==> config.mk <==
export PLATFORM = sky130hd
export DESIGN_NAME = tnoc_vc_scheduler
export DESIGN_NICKNAME = d
export VERILOG_FILES = /design/src/rtl/tnoc_vc_scheduler.sv
export SDC_FILE = /design/constraint.sdc
export NUM_CORES = 1
export LEC_CHECK = 0
export CORE_MARGIN = 3
export CORE_UTILIZATION = 45
export CTS_CLUSTER_DIAMETER = 50
export DETAILED_ROUTE_END_ITERATION = 16
export GPL_ROUTABILITY_DRIVEN = 0
export PLACE_DENSITY = 0.68
export SLEW_MARGIN = 20
export SYNTH_ARGS = -nofsm -noshare
export SYNTH_HDL_FRONTEND = slang
export SYNTH_SLANG_ARGS = --single-unit
==> constraint.sdc <==
create_clock -name clk -period 9.4 [get_ports clk]
set_input_delay 1.88 -clock clk [delete_from_list [all_inputs] [get_ports clk]]
set_output_delay 1.88 -clock clk [all_outputs]
set_load 0.03 [all_outputs]
==> src/rtl/tnoc_vc_scheduler.sv <==
// tnoc_vc_scheduler: per-VC FWFT flit buffers feeding one output stream, locked per packet,
// with round-robin or fixed-priority packet grants and orphan body-flit discard.
module tnoc_vc_scheduler #(
  parameter int CHANNELS       = 2,
  parameter int VC_W           = (CHANNELS > 1) ? $clog2(CHANNELS) : 1,
  parameter int FLIT_WIDTH     = 64,
  parameter int FIFO_DEPTH     = 8,
  parameter int FIFO_THRESHOLD = FIFO_DEPTH - 2,
  parameter int ARB_MODE       = 0
) (
  input  logic                  clk,
  input  logic                  rst_n,
  input  logic                  i_valid,
  output logic                  o_ready,
  input  logic [VC_W-1:0]       i_vc,
  input  logic                  i_head,
  input  logic                  i_tail,
  input  logic [FLIT_WIDTH-1:0] i_data,
  output logic                  o_valid,
  input  logic                  i_ready,
  output logic [VC_W-1:0]       o_vc,
  output logic                  o_head,
  output logic                  o_tail,
  output logic [FLIT_WIDTH-1:0] o_data,
  input  logic [CHANNELS-1:0]   i_vc_enable,
  output logic [CHANNELS-1:0]   o_almost_full,
  output logic [CHANNELS-1:0]   o_drop
);
  localparam int CW = $clog2(FIFO_DEPTH + 1);
  localparam int PW = $clog2(FIFO_DEPTH);
  localparam int EW = FLIT_WIDTH + 2;

  typedef enum logic {IDLE, LOCKED} state_t;

  logic [EW-1:0]         mem [CHANNELS][FIFO_DEPTH];
  logic [PW-1:0]         rd_ptr [CHANNELS];
  logic [PW-1:0]         wr_ptr [CHANNELS];
  logic [CW-1:0]         count [CHANNELS];
  logic [FLIT_WIDTH-1:0] front_data [CHANNELS];
  logic [CHANNELS-1:0]   front_head, front_tail, empty, req, drop, push, pop;
  state_t                state, state_nx;
  logic [VC_W-1:0]       lock_vc, lock_vc_nx, rr_ptr, rr_ptr_nx, grant, sel;
  logic                  sel_ok, sel_head, sel_tail, ack;
  logic [FLIT_WIDTH-1:0] sel_data;

  function automatic logic [PW-1:0] inc(input logic [PW-1:0] p);
    return (p == PW'(FIFO_DEPTH - 1)) ? '0 : p + 1'b1;
  endfunction

  always_comb begin
    o_ready = 1'b0;
    for (int v = 0; v < CHANNELS; v++) begin
      front_head[v]    = mem[v][rd_ptr[v]][EW-1];
      front_tail[v]    = mem[v][rd_ptr[v]][EW-2];
      front_data[v]    = mem[v][rd_ptr[v]][FLIT_WIDTH-1:0];
      empty[v]         = count[v] == '0;
      req[v]           = !empty[v] && front_head[v] && i_vc_enable[v];
      drop[v]          = !empty[v] && !front_head[v] && !(state == LOCKED && lock_vc == VC_W'(v));
      o_almost_full[v] = count[v] >= CW'(FIFO_THRESHOLD);
      if (i_vc == VC_W'(v)) o_ready = count[v] != CW'(FIFO_DEPTH);
    end
    o_drop = drop;
  end

  // Lowest requester overall, overridden in round robin by the lowest one at or above the pointer.
  always_comb begin
    grant = '0;
    for (int v = CHANNELS - 1; v >= 0; v--)
      if (req[v]) grant = VC_W'(v);
    if (ARB_MODE == 0)
      for (int v = CHANNELS - 1; v >= 0; v--)
        if (req[v] && VC_W'(v) >= rr_ptr) grant = VC_W'(v);
  end

  always_comb begin
    sel      = (state == LOCKED) ? lock_vc : grant;
    sel_ok   = 1'b0;
    sel_head = 1'b0;
    sel_tail = 1'b0;
    sel_data = '0;
    for (int v = 0; v < CHANNELS; v++)
      if (sel == VC_W'(v)) begin
        sel_ok   = !empty[v];
        sel_head = front_head[v];
        sel_tail = front_tail[v];
        sel_data = front_data[v];
      end
  end

  always_ff @(posedge clk) begin
    if (!rst_n) begin
      state   <= IDLE;
      lock_vc <= '0;
      rr_ptr  <= '0;
    end else begin
      state   <= state_nx;
      lock_vc <= lock_vc_nx;
      rr_ptr  <= rr_ptr_nx;
    end
  end

  // Any IDLE grant that does not finish its packet this cycle locks, keeping a stalled grant stable.
  always_comb begin
    state_nx   = state;
    lock_vc_nx = lock_vc;
    rr_ptr_nx  = rr_ptr;
    if (state == IDLE) begin
      if (o_valid) rr_ptr_nx = (grant == VC_W'(CHANNELS - 1)) ? '0 : grant + 1'b1;
      if (o_valid && !(ack && o_tail)) begin
        state_nx   = LOCKED;
        lock_vc_nx = grant;
      end
    end else if (ack && o_tail) state_nx = IDLE;
  end

  always_comb begin
    o_valid = (state == LOCKED) ? sel_ok : |req;
    o_vc    = o_valid ? sel : '0;
    o_head  = o_valid && sel_head;
    o_tail  = o_valid && sel_tail;
    o_data  = o_valid ? sel_data : '0;
    ack     = o_valid && i_ready;
  end

  always_comb begin
    push = '0;
    pop  = '0;
    for (int v = 0; v < CHANNELS; v++) begin
      push[v] = i_valid && o_ready && i_vc == VC_W'(v);
      pop[v]  = (ack && sel == VC_W'(v)) || drop[v];
    end
  end

  always_ff @(posedge clk) begin
    for (int v = 0; v < CHANNELS; v++)
      if (push[v]) mem[v][wr_ptr[v]] <= {i_head, i_tail, i_data};
  end

  always_ff @(posedge clk) begin
    if (!rst_n) begin
      for (int v = 0; v < CHANNELS; v++) begin
        rd_ptr[v] <= '0;
        wr_ptr[v] <= '0;
        count[v]  <= '0;
      end
    end else begin
      for (int v = 0; v < CHANNELS; v++) begin
        if (push[v]) wr_ptr[v] <= inc(wr_ptr[v]);
        if (pop[v]) rd_ptr[v] <= inc(rd_ptr[v]);
        count[v] <= count[v] + CW'(push[v]) - CW'(pop[v]);
      end
    end
  end
endmodule

==> impl_metrics.sql, run 1 <==
INSERT INTO impl_metrics (metric_group, metric, value, unit) VALUES
('logic_synthesis', 'synth-edff-count', '1068', ''),
('logic_synthesis', 'post_synth_instance_area', '41830', 'um^2'),
('logic_synthesis', 'synth_top_flop_cell', 'edfxtp_1', ''),
('sta', 'setup-violations-final', '0', ''),
('sta', 'worst_slack', '2558', 'ps'),
('die', 'die-area', '96650', 'um^2'),
('global_route', 'gr-total-overflow', '0', ''),
('power', 'net_switching', '4.298', 'mW'),
('power', 'p_leak', '15.01', 'nW'),
('power', 'comb_power_share', '30.1', '%'),
('cts', 'htree_levels', '3', ''),
('routing', 'remaining_drc_errors', '0', ''),
('critical_path', 'worstSetupEndpointType', 'primary output', ''),
('power', 'power_switching_share', '30.60', '%'),
('global_route', 'grt_start_max_net_pins', '136', ''),
('critical_path', 'crit_path_max_fanout', '81', ''),
('sta', 'final.setup.tns', '0', 'ps'),
('power', 'share_clk_of_total_power', '30.7', '%'),
('cells_and_area', 'area.growth.synth_to_final', '15.95', '%'),
('cts', 'cts_root_buf', 'clkbuf_16', ''),
('sta', 'final_min_period_over_clock_period', '72.78', '%'),
('logic_synthesis', 'synth.yosys.seq_area_share', '77.19', '%'),
('die', 'floorplan.die.width', '310.9', 'um'),
('sta', 'tightestPinTransition', '1092', 'ps'),
('cts', 'cts.reportedPaths.clkPinSlew', '60', 'ps'),
('routing', 'post_drt_wl_per_cell', '26.57', 'um'),
('cts', 'post_cts_buffers', '0', ''),
('die', 'die_height', '310.9', 'um'),
('cts', 'tritoncts', 'done', ''),
('sta', 'worst_clock_skew', '22.16', 'ps'),
('cells_and_area', 'drive_gt1_share', '22.62', '%'),
('logic_synthesis', 'synth_cell_types', '48', ''),
('critical_path', 'cp_slowest_cell', 'clkdlybuf4s50_1', ''),
('sta', 'final_period_minus_worst_setup_slack', '6842', 'ps'),
('routing', 'drt_wl_total', '90740', 'um'),
('sta', 'timing_hold_violations_final', '0', ''),
('sta', 'timing.final.max_slew_violations', '0', ''),
('cells_and_area', 'design.final.nets', '2172', ''),
('critical_path', 'reg2reg_slack', '4970', 'ps'),
('global_route', 'grt_antenna_before_repair', '6', ''),
('logic_synthesis', 'synth-async-reset-ratio', '0', '%'),
('critical_path', 'required', '7520', 'ps'),
('logic_synthesis', 'post_synth_inst_count', '1876', ''),
('logic_synthesis', 'total_of_warnings_raised_by_yosys', '0', ''),
('global_route', 'track_usage', '18.97', '%'),
('die', 'floorplan.initialDensity', '45.50', '%'),
('cts', 'source_to_sink_clock_delay_at_the_later_pin_of_the_worst_skew_pair', '680', 'ps'),
('cts', 'numCtsBuffers', '116', ''),
('critical_path', 'critical-path-max-stage-delay', '780', 'ps'),
('logic_synthesis', 'mean_area_per_synthesized_cell', '22.30', 'um^2'),
('power', 'cellInternalPower', '9.750', 'mW'),
('critical_path', 'critPathKind', 'in2out', ''),
('critical_path', 'timing.critical_path.arrival', '4960', 'ps'),
('critical_path', 'crit_path_cell_trace', 'clkdlybuf4s50_1 -> nor3b_1 -> nand3_1 -> a32oi_4 -> buf_12 -> a211oi_1 -> a211oi_1 -> clkdlybuf4s50_1', ''),
('logic_synthesis', 'synth_seq_cells', '1079', ''),
('power', 'max-vdd-ir-drop', '243.3', 'uV'),
('critical_path', 'worst_path_buf_inv', '3', ''),
('power', 'seq_power_share', '39.3', '%'),
('die', 'core.rowCount', '111', ''),
('routing', 'drtIter0Drc', '1719', ''),
('sta', 'relSlewSlack', '27.17', '%'),
('run', 'maxCapViolations', '0', ''),
('routing', 'drt.antenna.violating_nets', '0', ''),
('critical_path', 'path_delay_family', 'buffers and inverters', ''),
('cts', 'clk_path_buf_depth', '3', ''),
('min_path', 'min_path_type', 'reg2reg', ''),
('sta', 'grt_setup_unrepaired', 'no', ''),
('status', 'status', 'finished clean', ''),
('placement', 'detailedPlacementHpwl', '47990', 'um'),
('global_route', 'grt_first_pass_wirelength', '136700', 'um'),
('logic_synthesis', 'number_of_nets_produced_by_synthesis', '1971', '');
[flip-flops by register name (all words and copies together), names as in the netlist]
register	count
state	1
rr_ptr	1
rd_ptr	6
wr_ptr	6
lock_vc	1
count	8
mem	1056
[per-stage QoR]
| stage | hold WS (ps) | cell area, um^2 | cells | util [%] |
|---|---|---|---|---|
| 2_1_floorplan | 471.0 | 41830 | 1876 | - |
| 3_3_place_gp | 500.5 | 44870 | 3202 | 48.80 |
| 3_5_place_dp | 524.4 | 44870 | 3202 | 48.80 |
| 4_1_cts | 537.9 | 48500 | 3414 | 52.75 |
| 5_1_grt | 563.1 | 48500 | 3414 | 52.75 |
| 6_report | 562.3 | 48510 | 3415 | 52.76 |
[cell usage in the layout, fill, tap and decap left out, types with 3 or more instances in the layout]
cell,instances
clkbuf_1,22
mux2i_1,73
nand3_1,7
clkdlybuf4s50_1,145
mux4_2,260
buf_4,42
bufinv_16,7
a211oi_1,129
buf_12,4
inv_1,15
nor3_2,4
clkinv_2,13
and2_1,8
nor3_1,3
dfxtp_1,11
nor2_1,19
nor2_4,12
inv_6,8
nand2b_1,6
clkinv_1,31
nor2b_1,69
and3_1,7
clkinv_8,4
nand2_1,13
o21ai_0,3
a21oi_1,3
clkbuf_16,118
edfxtp_1,1068
clkinvlp_4,6
ha_1,20
nor3b_1,3
[power groups by stage]
| stage | logic (mW) | registers [mW] | clock network (mW) |
|---|---|---|---|
| after global placement | 4.26 | 5.60 | 0 |
| after detailed placement | 4.30 | 5.62 | 0 |
| final | 4.22 | 5.52 | 4.31 |
| after floorplan | 2.91 | 5.60 | 0 |
| after CTS | 4.32 | 5.52 | 4.40 |
| after global routing | 4.53 | 5.53 | 4.60 |
[per-layer routing]
layer	GRT usage, %	wire, um
met3	3.876	5016
met1	26.74	39640
met2	30.89	44370
met5	0	40
met4	4.225	1672
[worst paths after layout]
kind,start,to,cells past startpoint
max reg2reg,rd_ptr[0][0]$_SDFFCE_PP0P_,count[0][2]$_SDFF_PN0_,14
max,i_vc_enable[0],o_data[2],8
min reg2reg,rr_ptr$_SDFFE_PN0P_,rr_ptr$_SDFFE_PN0P_,1
min,rr_ptr$_SDFFE_PN0P_,rr_ptr$_SDFFE_PN0P_,1
[final cells by class]
cell class                 instances  area (um^2)  share of cell area (%)
multi-input combinational        673         9114                   18.79
clock inverter                    72        600.6                   1.238
clock buffer                     140         3035                   6.258
antenna                            1        2.502                0.005159
timing repair buffer             191         1847                   3.807
tap                             1243         1555                   3.206
inverter                          16        60.06                  0.1238
sequential                      1079        32290                   66.57
[cells by family after synthesis]
| group | share of synthesized area, % |
|---|---|
| compound gates | 2.737 |
| flops | 77.19 |
| fa+ha+maj | 0.6939 |
| xor+xnor | 0.08376 |
| simple gates | 2.172 |
| buf+inv | 1.295 |
| mux | 15.83 |
[Yosys cell counts (2+ instances only)]
master / n / area, um^2
a21oi_1: 3 / 15.01
and2_1: 8 / 50.05
nand4_1: 2 / 12.51
buf_2: 52 / 260.3
ha_1: 20 / 250.2
xnor2_1: 2 / 17.52
nand2b_1: 6 / 37.54
o21ai_0: 3 / 15.01
nor3_1: 7 / 35.03
edfxtp_1: 1068 / 32070
buf_1: 13 / 48.80
buf_4: 3 / 22.52
and3b_1: 2 / 17.52
and3_1: 8 / 50.05
nand3_1: 7 / 35.03
mux2i_1: 73 / 730.7
xor2_1: 2 / 17.52
a21o_1: 2 / 15.01
nor2b_1: 69 / 431.7
nor3b_2: 2 / 25.02
nor2_1: 31 / 116.4
a211oi_1: 129 / 968.4
dfxtp_1: 11 / 220.2
fa_1: 2 / 40.04
nand2_1: 13 / 48.80
clkbuf_1: 40 / 150.1
mux4_2: 260 / 5856
mux2_2: 2 / 22.52
nor3b_1: 3 / 22.52
inv_1: 15 / 56.30
No activity file was read; power rests on OpenSTA's default activity.
==> run 2, diff against run 1 <==
==> constraint.sdc (replaced) <==
create_clock -name clk -period 7 [get_ports clk]
set_input_delay 1.4 -clock clk [delete_from_list [all_inputs] [get_ports clk]]
set_output_delay 1.4 -clock clk [all_outputs]
set_load 0.03 [all_outputs]
==> run 2 against run 1 <==
Effect of this change: register-to-register slack got worse by 2000 ps; final cell count increased by 0.18%; non-clock buffer count unchanged; clock skew increased by 0.92 ps; sequential power increased by 34%; utilization increased by 0.22 points; die area unchanged; critical endpoint is now o_data[37].
==> impl_metrics.sql, run 2 (same netlist as run 1, synthesis figures left out) <==
INSERT INTO impl_metrics (metric_group, metric, value, unit) VALUES
('die', 'floorplan.die.width', '310.9', 'um'),
('critical_path', 'regToRegStartpoint', 'rd_ptr[0][5]$_SDFFCE_PP0P_', ''),
('global_route', 'grt_first_pass_wirelength', '135000', 'um'),
('global_route', 'grt_antenna_before_repair', '2', ''),
('critical_path', 'worst_path_buf_inv', '4', ''),
('cts', 'tritoncts', 'done', ''),
('run', 'maxCapViolations', '0', ''),
('die', 'core.rowCount', '111', ''),
('cts', 'htree_levels', '3', ''),
('critical_path', 'critPathKind', 'in2out', ''),
('sta', 'timing_hold_violations_final', '0', ''),
('cells_and_area', 'area.growth.synth_to_final', '16.43', '%'),
('cells_and_area', 'design.final.nets', '2172', ''),
('cells_and_area', 'largest_reg_flops', '1056', ''),
('status', 'status', 'finished clean', ''),
('sta', 'grt_setup_unrepaired', 'no', ''),
('cts', 'clk_path_buf_depth', '3', ''),
('routing', 'post_drt_wl_per_cell', '26.19', 'um'),
('cts', 'cts_hold_buffers_added', '0', ''),
('cts', 'cts_resized', '0', ''),
('cts', 'source_to_sink_clock_delay_at_the_later_pin_of_the_worst_skew_pair', '680', 'ps'),
('sta', 'tightestPinTransition', '1142', 'ps'),
('placement', 'detailedPlacementHpwl', '48770', 'um'),
('sta', 'relSlewSlack', '23.84', '%'),
('cts', 'numCtsBuffers', '116', ''),
('min_path', 'min_path_type', 'reg2reg', ''),
('cts', 'numClockSinks', '1079', ''),
('critical_path', 'crit_path_max_fanout', '51', ''),
('critical_path', 'timing.critical_path.arrival', '4600', 'ps'),
('global_route', 'gr-total-overflow', '0', ''),
('power', 'power.density', '390.1', 'nW/um^2'),
('critical_path', 'crit_path_cell_trace', 'clkdlybuf4s50_1 -> nor3b_1 -> nand3_1 -> a32oi_4 -> buf_12 -> buf_4 -> a211oi_1 -> a211oi_1 -> clkdlybuf4s50_1', ''),
('sta', 'timing.final.max_slew_violations', '0', ''),
('die', 'placeable_core_area', '91940', 'um^2'),
('sta', 'final.setup.tns', '0', 'ps'),
('global_route', 'track_usage', '18.66', '%'),
('global_route', 'grt_start_max_net_pins', '79', ''),
('die', 'ioPinCount', '146', ''),
('critical_path', 'required', '5600', 'ps'),
('cts', 'cts_root_buf', 'clkbuf_16', ''),
('power', 'p_leak', '15.08', 'nW'),
('cells_and_area', 'layout.cells.most_common_list', 'edfxtp_1, mux4_2, clkdlybuf4s50_1', ''),
('routing', 'drt_first_pass_iters', '5', ''),
('placement', 'place_ws', '1060', 'ps'),
('sta', 'worst_slack', '1001', 'ps'),
('sta', 'final_min_period_over_clock_period', '85.71', '%'),
('sta', 'worst_clock_skew', '23.08', 'ps'),
('cts', 'post_cts_buffers', '0', ''),
('critical_path', 'worstSetupEndpointType', 'primary output', ''),
('routing', 'remaining_drc_errors', '0', ''),
('cells_and_area', 'drive_gt1_share', '23.47', '%'),
('die', 'die-area', '96650', 'um^2'),
('routing', 'dr_total_vias', '19470', ''),
('die', 'die_height', '310.9', 'um'),
('power', 'max-vdd-ir-drop', '278.4', 'uV'),
('cells_and_area', 'final_common_cell', 'edfxtp_1', ''),
('routing', 'drt.antenna.violating_nets', '0', ''),
('critical_path', 'cp_slowest_cell', 'clkdlybuf4s50_1', ''),
('cts', 'cts.reportedPaths.clkPinSlew', '50', 'ps'),
('routing', 'drt_wl_total', '89600', 'um'),
('global_route', 'via_count_of_the_first_global_routing_pass', '20840', ''),
('sta', 'final_period_minus_worst_setup_slack', '5999', 'ps'),
('sta', 'clock.fmax', '0.1667', 'GHz'),
('cells_and_area', 'fin_util', '52.97', '%'),
('critical_path', 'crit_path_start_kind', 'primary input', ''),
('min_path', 'hp-start', 'rr_ptr$_SDFFE_PN0P_', ''),
('sta', 'setup-violations-final', '0', ''),
('critical_path', 'path_delay_family', 'buffers and inverters', ''),
('die', 'floorplan.initialDensity', '45.50', '%'),
('critical_path', 'critical-path-max-stage-delay', '730', 'ps'),
('placement', 'portBuffers', '145', ''),
('routing', 'vias_per_cell', '5.691', ''),
('critical_path', 'crit_path_start', 'i_vc_enable[0]', ''),
('routing', 'drtIter0Drc', '1561', '');
[run 2: area by class of cell]
class | count | area, um^2
antenna | 1 | 2.502
fill | 7047 | 43240
multi-input combinational | 673 | 9114
sequential | 1079 | 32290
inverter | 16 | 60.06
clock buffer | 134 | 2992
timing repair buffer | 191 | 1884
clock inverter | 84 | 804.5
tap | 1243 | 1555
[run 2: routing by layer]
layer | track usage (%) | vias to the layer above | part of all wire (%)
li1 | - | 8358 | -
met1 | 25.05 | 10420 | 42
met2 | 31.71 | 554 | 51
met3 | 3.463 | 133 | 5.5
met4 | 4.891 | 2 | 2.1
met5 | 0 | - | 0.015
[run 2: path summary, 6_finish.rpt]
check	end	slack (ps)	cells after the start
max	o_data[37]	1000	9
min reg2reg	rr_ptr$_SDFFE_PN0P_	530	1
min	rr_ptr$_SDFFE_PN0P_	530	1
max reg2reg	count[0][2]$_SDFF_PN0_	2980	14
[run 2: report_power, final]
part           switching (mW)  internal (mW)
Sequential             0.0877           7.32
Clock                    2.52           3.40
Combinational            3.24           2.42
Total                    5.85           13.1
[run 2: worst register-to-register path: cells and delay by family (launching register included)]
kind / cells / cell delay, ps
fa+ha+maj: 3 / 850
simple gates: 4 / 1280
flops: 1 / 320
compound gates: 2 / 430
xor+xnor: 1 / 160
buf+inv: 4 / 870
[run 2: stage by stage]
| step | instances | total power, mW | hold slack, ps | area, um^2 |
|---|---|---|---|---|
| after detailed placement | 3202 | 13.32 | 518.4 | 44900 |
| final | 3421 | 19.00 | 534.5 | 48700 |
| after global routing | 3420 | 19.85 | 558.2 | 48700 |
| after floorplan | 1876 | 11.42 | 471.0 | 41830 |
| after CTS | 3420 | 19.28 | 530.2 | 48700 |
| after global placement | 3202 | 13.24 | 496.4 | 44900 |
